==> src/rtl/vga_timing.sv <==
// VGA raster timing generator: divides clk down to a pixel strobe and walks
// hcount/vcount over the full frame, with registered sync and blank flags.
module vga_timing #(
  parameter int CLK_DIV  = 2,
  parameter int H_ACTIVE = 640,
  parameter int H_FP     = 16,
  parameter int H_SYNC   = 96,
  parameter int H_BP     = 48,
  parameter int V_ACTIVE = 480,
  parameter int V_FP     = 10,
  parameter int V_SYNC   = 2,
  parameter int V_BP     = 33
) (
  input  logic        clk,
  input  logic        reset_n,
  input  logic        en,
  output logic        pix_en,
  output logic [10:0] hcount,
  output logic [10:0] vcount,
  output logic        hsync,
  output logic        vsync,
  output logic        hblank,
  output logic        vblank,
  output logic        blank,
  output logic        frame_start
);
  localparam int H_TOTAL = H_ACTIVE + H_FP + H_SYNC + H_BP;
  localparam int V_TOTAL = V_ACTIVE + V_FP + V_SYNC + V_BP;

  localparam logic [3:0]  DIV_LAST = 4'(CLK_DIV - 1);
  localparam logic [10:0] H_LAST   = 11'(H_TOTAL - 1);
  localparam logic [10:0] V_LAST   = 11'(V_TOTAL - 1);
  localparam logic [10:0] H_VIS    = 11'(H_ACTIVE);
  localparam logic [10:0] V_VIS    = 11'(V_ACTIVE);
  localparam logic [10:0] HS_BEG   = 11'(H_ACTIVE + H_FP);
  localparam logic [10:0] HS_END   = 11'(H_ACTIVE + H_FP + H_SYNC);
  localparam logic [10:0] VS_BEG   = 11'(V_ACTIVE + V_FP);
  localparam logic [10:0] VS_END   = 11'(V_ACTIVE + V_FP + V_SYNC);

  logic [3:0]  div_cnt;
  logic        h_wrap;
  logic [10:0] h_next;
  logic [10:0] v_next;

  assign pix_en      = reset_n && en && (div_cnt == DIV_LAST);
  assign frame_start = pix_en && (hcount == 11'd0) && (vcount == 11'd0);

  always_comb begin
    h_wrap = (hcount == H_LAST);
    h_next = h_wrap ? 11'd0 : hcount + 11'd1;
    v_next = vcount;
    if (h_wrap) v_next = (vcount == V_LAST) ? 11'd0 : vcount + 11'd1;
  end

  // Flags are decoded from the next counts so they land on the same edge as
  // the counts they describe; no skew between counts and flags.
  always_ff @(posedge clk) begin
    if (!reset_n) begin
      div_cnt <= 4'd0;
      hcount  <= 11'd0;
      vcount  <= 11'd0;
      hsync   <= 1'b1;
      vsync   <= 1'b1;
      hblank  <= 1'b0;
      vblank  <= 1'b0;
      blank   <= 1'b0;
    end else if (en) begin
      div_cnt <= (div_cnt == DIV_LAST) ? 4'd0 : div_cnt + 4'd1;
      if (pix_en) begin
        hcount <= h_next;
        vcount <= v_next;
        hsync  <= !((h_next >= HS_BEG) && (h_next < HS_END));
        vsync  <= !((v_next >= VS_BEG) && (v_next < VS_END));
        hblank <= (h_next >= H_VIS);
        vblank <= (v_next >= V_VIS);
        blank  <= (h_next >= H_VIS) || (v_next >= V_VIS);
      end
    end
  end
endmodule

==> config.mk <==
export PLATFORM = sky130hd
export DESIGN_NAME = vga_timing
export DESIGN_NICKNAME = d
export VERILOG_FILES = /design/src/rtl/vga_timing.sv
export SDC_FILE = /design/constraint.sdc
export NUM_CORES = 1
export LEC_CHECK = 0
export CAP_MARGIN = 5
export CORE_MARGIN = 3
export CORE_UTILIZATION = 41
export DETAILED_ROUTE_END_ITERATION = 6
export PLACE_DENSITY = 0.74
export RECOVER_POWER = 50
export REMOVE_ABC_BUFFERS = 1
export SYNTH_ARGS = -nofsm -noshare
export SYNTH_HDL_FRONTEND = slang
export SYNTH_SLANG_ARGS = --single-unit
==> constraint.sdc <==
create_clock -name clk -period 1.9 [get_ports clk]
set_input_delay 0.57 -clock clk [delete_from_list [all_inputs] [get_ports clk]]
set_output_delay 0.57 -clock clk [all_outputs]
set_load 0.02 [all_outputs]
==> key figures, run 1 <==
Layout
  • Growth of design area from synthesis to finish: 68.49%
  • Layout cells sized above 1: 45.21%
  • Final Core Density: 72.32%
  • Non-filler cells, final: 432
  • Inserted Diodes: 0
  • Final net count: 372
  • # fillers: 350
  • Final Instance Area: 3438 um^2

Critical path
  • Critical path's slowest cell: dfxtp_2
  • FF-to-FF path depth: 6
  • CP cell instances: inv_1, ha_2, nor2b_4, nand3_2, nor3_2, buf_4
  • Worst Setup End Kind: output port
  • Worst-path fanout max: 2
  • Reg2reg end: vcount[7]
  • R2r setup slk: -0.13 ns
  • Critical Path AT: 1.46 ns
  • Startpoint types: flip-flop
  • Worst Path Buf+Inv: 2
  • Max stage delay on crit path: 0.33 ns
  • FF-to-FF Start: div_cnt[3]
  • Top delay family on crit path: simple AND/OR/NAND/NOR gates
  • Worst Path Required: 1.33 ns
  • Setup Crit Path Kind: flip-flop to output port

STA
  • Fin Clk Skew: 0.01336 ns
  • Final Setup Violations: 12
  • Setup TNS: -0.7869 ns
  • Rel. slew slack: 73.49%
  • RSZ-0062 raised after global routing: true
  • Highest clock rate: 0.4918 GHz
  • Slew @ Worst Pin: 0.3977 ns
  • Tmin final: 2.033 ns
  • Final worst setup slack: -0.1331 ns
  • Fin. max-slew vios: 0
  • Tcrit/Tclk final: 107.0%
  • Final Hold Fails: 0
  • Worst-case hold slack: 0.4971 ns

Detailed routing
  • DRC viols: 0
  • Drt pass-1 iters: 5
  • Via density: 5.808
  • Vias: 2,509
  • Drt wl/cell: 17.84 um
  • ANT nets after route: 0
  • Starting DRT DRC Count: 360
  • Wirelength, routed: 7705 um

Clock tree
  • Clock-pin slew on the worst setup and hold paths: 0.07 ns
  • TritonCTS clock tree: yes
  • H-tree levels: 2
  • Root Buffer: clkbuf_8
  • Worst-skew pair later-pin latency: 0.30 ns
  • Longest Clk Path Bufs: 2
  • Cts bufs inserted: 5
  • CTS sink cnt: 31

Power and ir drop
  • Power Density: 399.1 nW/um^2
  • Clk network pwr share: 40.3%
  • Peak supply drop: 0.2268 mV
  • Logic pwr share: 11.6%
  • P_leak: 1.566 nW
  • Sw frac: 25.92%
  • P_int: 1.017 mW
  • Share of power burned in registers: 48.1%
  • Net load switching power: 0.3557 mW
  • Power Total: 1.372 mW

Status
  • Failing checks: negative setup slack
  • Outcome: finished with violations

Hold path
  • Worst hold-check path type: flip-flop to flip-flop
  • Worst Hold Endpoint: vblank
  • Hold Crit Depth: 1
  • HP Start: vblank

Synth
  • Ys async rst share: 0%
  • YS warnings: 0
  • Yosys top cell area share: 30.41%
  • Main synth FF type: dfxtp_1
  • Synth Area per Inst: 7.972 um^2
  • Post-synth EDFFs: 0
  • Cell area after synthesis: 2041 um^2
  • Mapped Cells: 256
  • Synth top area cells: dfxtp_1 (30%), nand2_1 (6.6%), xnor2_1 (4.7%)
  • Cell taking the most area after synthesis: dfxtp_1
  • FF+latch count, synth: 31
  • Netlist cell types: 55
  • Post-synthesis sequential area ratio: 30.41%

Die
  • Die height: 76.55 um
  • I/O pin total: 32
  • Std cell rows: 25
  • Die X-Extent: 76.55 um
  • Placeable Area: 4755 um^2
  • Die ar.: 5860 um^2
  • Initial core utilization: 42.92%

Flow run
  • Max_cap viols: 0

Global route
  • All-Layer GR Usage: 24.30%
  • Initial antenna violation count: 0
  • Vias in the first global route: 2,352
  • Largest net degree at the start of global routing: 23
  • GRT overflow: 0
  • First-pass GRT wire length: 11,470 um

Placement
  • Pre-CTS setup slack: -1.072 ns
  • Post-DP HPWL: 4464 um
  • Placed cells: 399
  • Routability cong.: 0.9362
  • PortBufs: 31
  • Post-place instance area: 2786 um^2
-- cell usage after synthesis, types with 2 or more instances --
library cell	instances
nand3_1	10
ha_1	4
nor3_1	8
buf_6	5
o22ai_1	3
inv_1	10
and3_1	3
or3_1	2
o41ai_1	5
dfxtp_1	31
buf_2	4
nor4_1	5
and2_1	12
a21boi_0	2
nand4_1	10
and4_1	4
xor2_1	2
nand2_1	36
xnor2_1	11
a21o_1	4
clkbuf_1	6
nand3_4	2
o21ai_0	18
a31oi_1	4
nor2b_1	4
nor2_1	13
buf_4	3
a21oi_1	8
-- routing by layer --
layer | track usage, % | share of wire [%]
met1 | 31.11 | 42
met2 | 40.60 | 50
met3 | 4.846 | 5.8
met4 | 8.333 | 2.9
met5 | 0 | 0
-- power by group through the flow --
stage / sequential (mW) / clock (mW) / combinational [mW]
floorplan: 0.679 / 0 / 0.0384
global placement: 0.673 / 0 / 0.107
detailed placement: 0.673 / 0 / 0.110
CTS: 0.660 / 0.551 / 0.140
global route: 0.661 / 0.581 / 0.166
finish: 0.661 / 0.553 / 0.159
-- registers in the layout (all words and copies together), names as in the netlist --
signal / count
hcount: 11
hblank: 1
vblank: 1
blank: 1
div_cnt: 4
vcount: 11
vsync: 1
hsync: 1
-- logic make-up after synthesis --
family                     synth area share, %
AOI/OAI and AO/OA                        19.44
xor gates and xnor gates                 5.579
adders and majority gates                2.453
buffers and inverters                    7.787
DFF                                      30.41
muxes                                   0.4905
and+or+nand+nor                          33.84
-- area by class of cell --
class                           instances  area (um^2)  area share, %
Multi-Input combinational cell        197         1568          45.60
Clock inverter                          1        5.005         0.1456
Tap cell                               67        83.83          2.438
Clock buffer                            6        82.58          2.402
Sequential cell                        31        633.1          18.41
Timing Repair Buffer                  120         1026          29.84
Inverter                               10        40.04          1.164
-- how the worst max path moves through the flow --
stage                          from     endpoint  slack, ns  cells after the start
final                     vcount[1]  frame_start      -0.13                      6
after global routing      hcount[1]  frame_start      -0.21                      6
after detailed placement         en  frame_start      -1.07                      6
after floorplan                  en  frame_start      -0.69                      4
after global placement           en  frame_start      -1.06                      6
after CTS                 hcount[1]  frame_start      -0.20                      6
-- placed cells by master, fill, tap and decap left out, types with 10 or more instances in the layout --
| master | count |
|---|---|
| buf_4 | 72 |
| nand2_1 | 30 |
| dlygate4sd2_1 | 22 |
| dfxtp_1 | 21 |
| buf_6 | 16 |
| and2_1 | 12 |
| nor2_1 | 10 |
| nand4_1 | 10 |
| dfxtp_2 | 10 |
-- repair_timing --
action | in CTS | in global routing
resized for setup | 91 | 49
hold buffers | 0 | 0
buffers inserted | 15 | 12
pin swaps | 17 | 29
endpoints found under the setup margin | 46 | 21
cloned | 1 | 0
Power figures use the tool's default switching activity.
==> run 2: changes to the inputs <==
--- a/config.mk
+++ b/config.mk
@@ -12,6 +12,7 @@
 export PLACE_DENSITY = 0.74
 export RECOVER_POWER = 50
 export REMOVE_ABC_BUFFERS = 1
+export SKIP_LAST_GASP = 1
 export SYNTH_ARGS = -nofsm -noshare
 export SYNTH_HDL_FRONTEND = slang
 export SYNTH_SLANG_ARGS = --single-unit
==> constraint.sdc (replaced) <==
create_clock -name clk -period 1.9 [get_ports clk]
set_input_delay 0.57 -clock clk [delete_from_list [all_inputs] [get_ports clk]]
set_output_delay 0.57 -clock clk [all_outputs]
set_load 0.1 [all_outputs]
==> key figures, run 2 (synthesis gave the netlist of run 1 again) <==
Critical path
  • Setup Crit Path Kind: flip-flop to output port
  • Worst Path Required: 1.33 ns (about the same)
  • Setup crit start: vcount[1]
  • R2r setup slk: -0.23 ns (-0.10 ns)
  • Worst-path fanout max: 3 (+1)
  • Max stage delay on crit path: 0.37 ns (+0.04 ns)
  • Critical path's slowest cell: dfxtp_4
  • Worst Setup End Kind: output port
  • Stages on worst setup path: 7 (+1)
  • Worst Path Buf+Inv: 3 (+1)
  • CP Capture Point: frame_start
  • Critical Path AT: 1.60 ns (+0.14 ns)
  • Startpoint types: flip-flop
  • FF-to-FF path depth: 10 (+4)
  • Top delay family on crit path: simple AND/OR/NAND/NOR gates
  • Reg2reg end: vblank
  • FF-to-FF Start: hcount[0]
  • CP cell instances: inv_2, ha_2, nor2b_4, nand3_1, nor3_2, buf_4, buf_12

Clock tree
  • TritonCTS clock tree: yes
  • Clock-pin slew on the worst setup and hold paths: 0.08 ns (about the same)
  • H-tree levels: 2 (unchanged)
  • CTS sink cnt: 31 (unchanged)
  • Longest Clk Path Bufs: 2 (unchanged)
  • Cts bufs inserted: 5 (unchanged)
  • Root Buffer: clkbuf_8
  • Worst-skew pair later-pin latency: 0.29 ns (about the same)

STA
  • RSZ-0062 raised after global routing: true
  • Tcrit/Tclk final: 114.3% (+7.3 points)
  • Final Hold Fails: 0 (unchanged)
  • Worst-case hold slack: 0.5266 ns (+0.02949 ns)
  • Slew @ Worst Pin: 0.5666 ns (+0.1688 ns)
  • Rel. slew slack: 62.39% (-11 points)
  • Fin Clk Skew: 0.003760 ns (-0.009599 ns)
  • Setup TNS: -2.086 ns (-1.299 ns)
  • Tmin final: 2.172 ns (+0.1391 ns)
  • Highest clock rate: 0.4604 GHz (-6.4%)
  • Final worst setup slack: -0.2722 ns (-0.1391 ns)
  • Final Setup Violations: 18 (+6)
  • Fin. max-slew vios: 0 (unchanged)

Die
  • Placeable Area: 4755 um^2 (unchanged)
  • I/O pin total: 32 (unchanged)
  • Std cell rows: 25 (unchanged)
  • Die X-Extent: 76.55 um (unchanged)
  • Die ar.: 5860 um^2 (unchanged)
  • Initial core utilization: 42.92% (unchanged)
  • Die height: 76.55 um (unchanged)

Flow run
  • Max_cap viols: 0 (unchanged)

Power and ir drop
  • P_leak: 1.484 nW (-5.2%)
  • Peak supply drop: 0.4411 mV (+94%)
  • Power Density: 434.2 nW/um^2 (+8.8%)
  • Power Total: 1.565 mW (+14%)

Layout
  • Final Instance Area: 3605 um^2 (+4.8%)
  • Growth of design area from synthesis to finish: 76.64%
  • Commonest non-fill, non-tap cell in the layout: buf_4
  • Layout cells sized above 1: 52.49% (+7.3 points)
  • Largest registers: hcount: 11 flops, vcount: 11 flops, div_cnt: 4 flops
  • Final net count: 368 (-1.1%)
  • Final Core Density: 75.82% (+3.5 points)
  • Most frequent cells in the layout: buf_4 (65), nand2_1 (31), dfxtp_1 (22)
  • Inserted Diodes: 0 (unchanged)

Placement
  • Post-place instance area: 3069 um^2 (+10%)
  • Routability cong.: 0.9719 (+3.8%)
  • Post-DP HPWL: 4687 um (+5.0%)
  • PortBufs: 31 (unchanged)

Global route
  • First-pass GRT wire length: 11,980 um (+4.4%)
  • All-Layer GR Usage: 25.16% (+0.86 points)
  • Vias in the first global route: 2,461 (+4.6%)
  • Largest net degree at the start of global routing: 23 (unchanged)
  • GRT overflow: 0 (unchanged)
  • Initial antenna violation count: 0 (unchanged)

Detailed routing
  • Drt pass-1 iters: 5 (unchanged)
  • DRC viols: 0 (unchanged)
  • Starting DRT DRC Count: 319 (-11%)
  • Wirelength, routed: 8717 um (+13%)
  • Via density: 6.156 (+6.0%)
  • Vias: 2,641 (+5.3%)
  • ANT nets after route: 0 (unchanged)
  • Drt wl/cell: 20.32 um (+14%)

Status
  • Failing checks: negative setup slack
  • Outcome: finished with violations

Hold path
  • Worst hold-check path type: flip-flop to flip-flop
-- run 2: how the worst min path moves through the flow --
stage	start	endpoint	slack (ns)	cells past startpoint
2_1_floorplan	div_cnt[1]	div_cnt[1]	0.55	2
3_3_place_gp	hcount[1]	hcount[1]	0.49	2
6_report	hsync	hsync	0.53	2
3_5_place_dp	hcount[1]	hcount[1]	0.50	2
5_1_grt	vblank	vblank	0.55	1
4_1_cts	vsync	vsync	0.54	2
-- run 2: timing repair --
| action | in CTS | in global routing |
|---|---|---|
| setup endpoints to repair | 25 | 19 |
| cloned | 0 | 1 |
| buffers inserted | 6 | 19 |
| pin swaps | 14 | 36 |
| gates resized for setup | 55 | 62 |
| hold endpoints to repair | 0 | 0 |
| hold buffers | 0 | 0 |
-- run 2: area by class of cell --
cell class | instances | area [um^2]
fill | 306 | 1150
clock inverter | 2 | 35.03
multi-input combinational | 198 | 1593
clock buffer | 6 | 82.58
inverter | 10 | 40.04
tap | 67 | 83.83
timing repair buffer | 115 | 1134
sequential | 31 | 636.9
-- run 2: per-stage QoR --
step / setup WS (ns) / instances
6_report: -0.2722 / 429
2_1_floorplan: -2.269 / 238
3_3_place_gp: -0.6725 / 398
3_5_place_dp: -0.7224 / 398
4_1_cts: -0.3084 / 412
5_1_grt: -0.3600 / 429
-- run 2: metal layers --
| metal | vias up | part of all wire [%] | wire length [um] | track usage, % |
|---|---|---|---|---|
| met5 | - | 0 | 0 | 0 |
| met4 | 0 | 5.6 | 484 | 9.420 |
| met3 | 53 | 7.6 | 665 | 5.674 |
| met2 | 178 | 50 | 4325 | 43.50 |
| met1 | 1269 | 37 | 3241 | 30.29 |
| li1 | 1141 | - | - | - |
-- run 2: tightest hold or removal path, delay by kind of cell (launching register included) --
| kind | cells | cell delay [ns] |
|---|---|---|
| DFF | 1 | 0.36 |
| AOI/OAI and AO/OA | 1 | 0.08 |
| and+or+nand+nor | 1 | 0.06 |
-- run 2: report_power, final --
part | switching (mW) | total [mW] | internal (mW)
Clock | 0.293 | 0.718 | 0.425
Combinational | 0.117 | 0.190 | 0.0737
Sequential | 0.00417 | 0.657 | 0.653
Total | 0.414 | 1.57 | 1.15
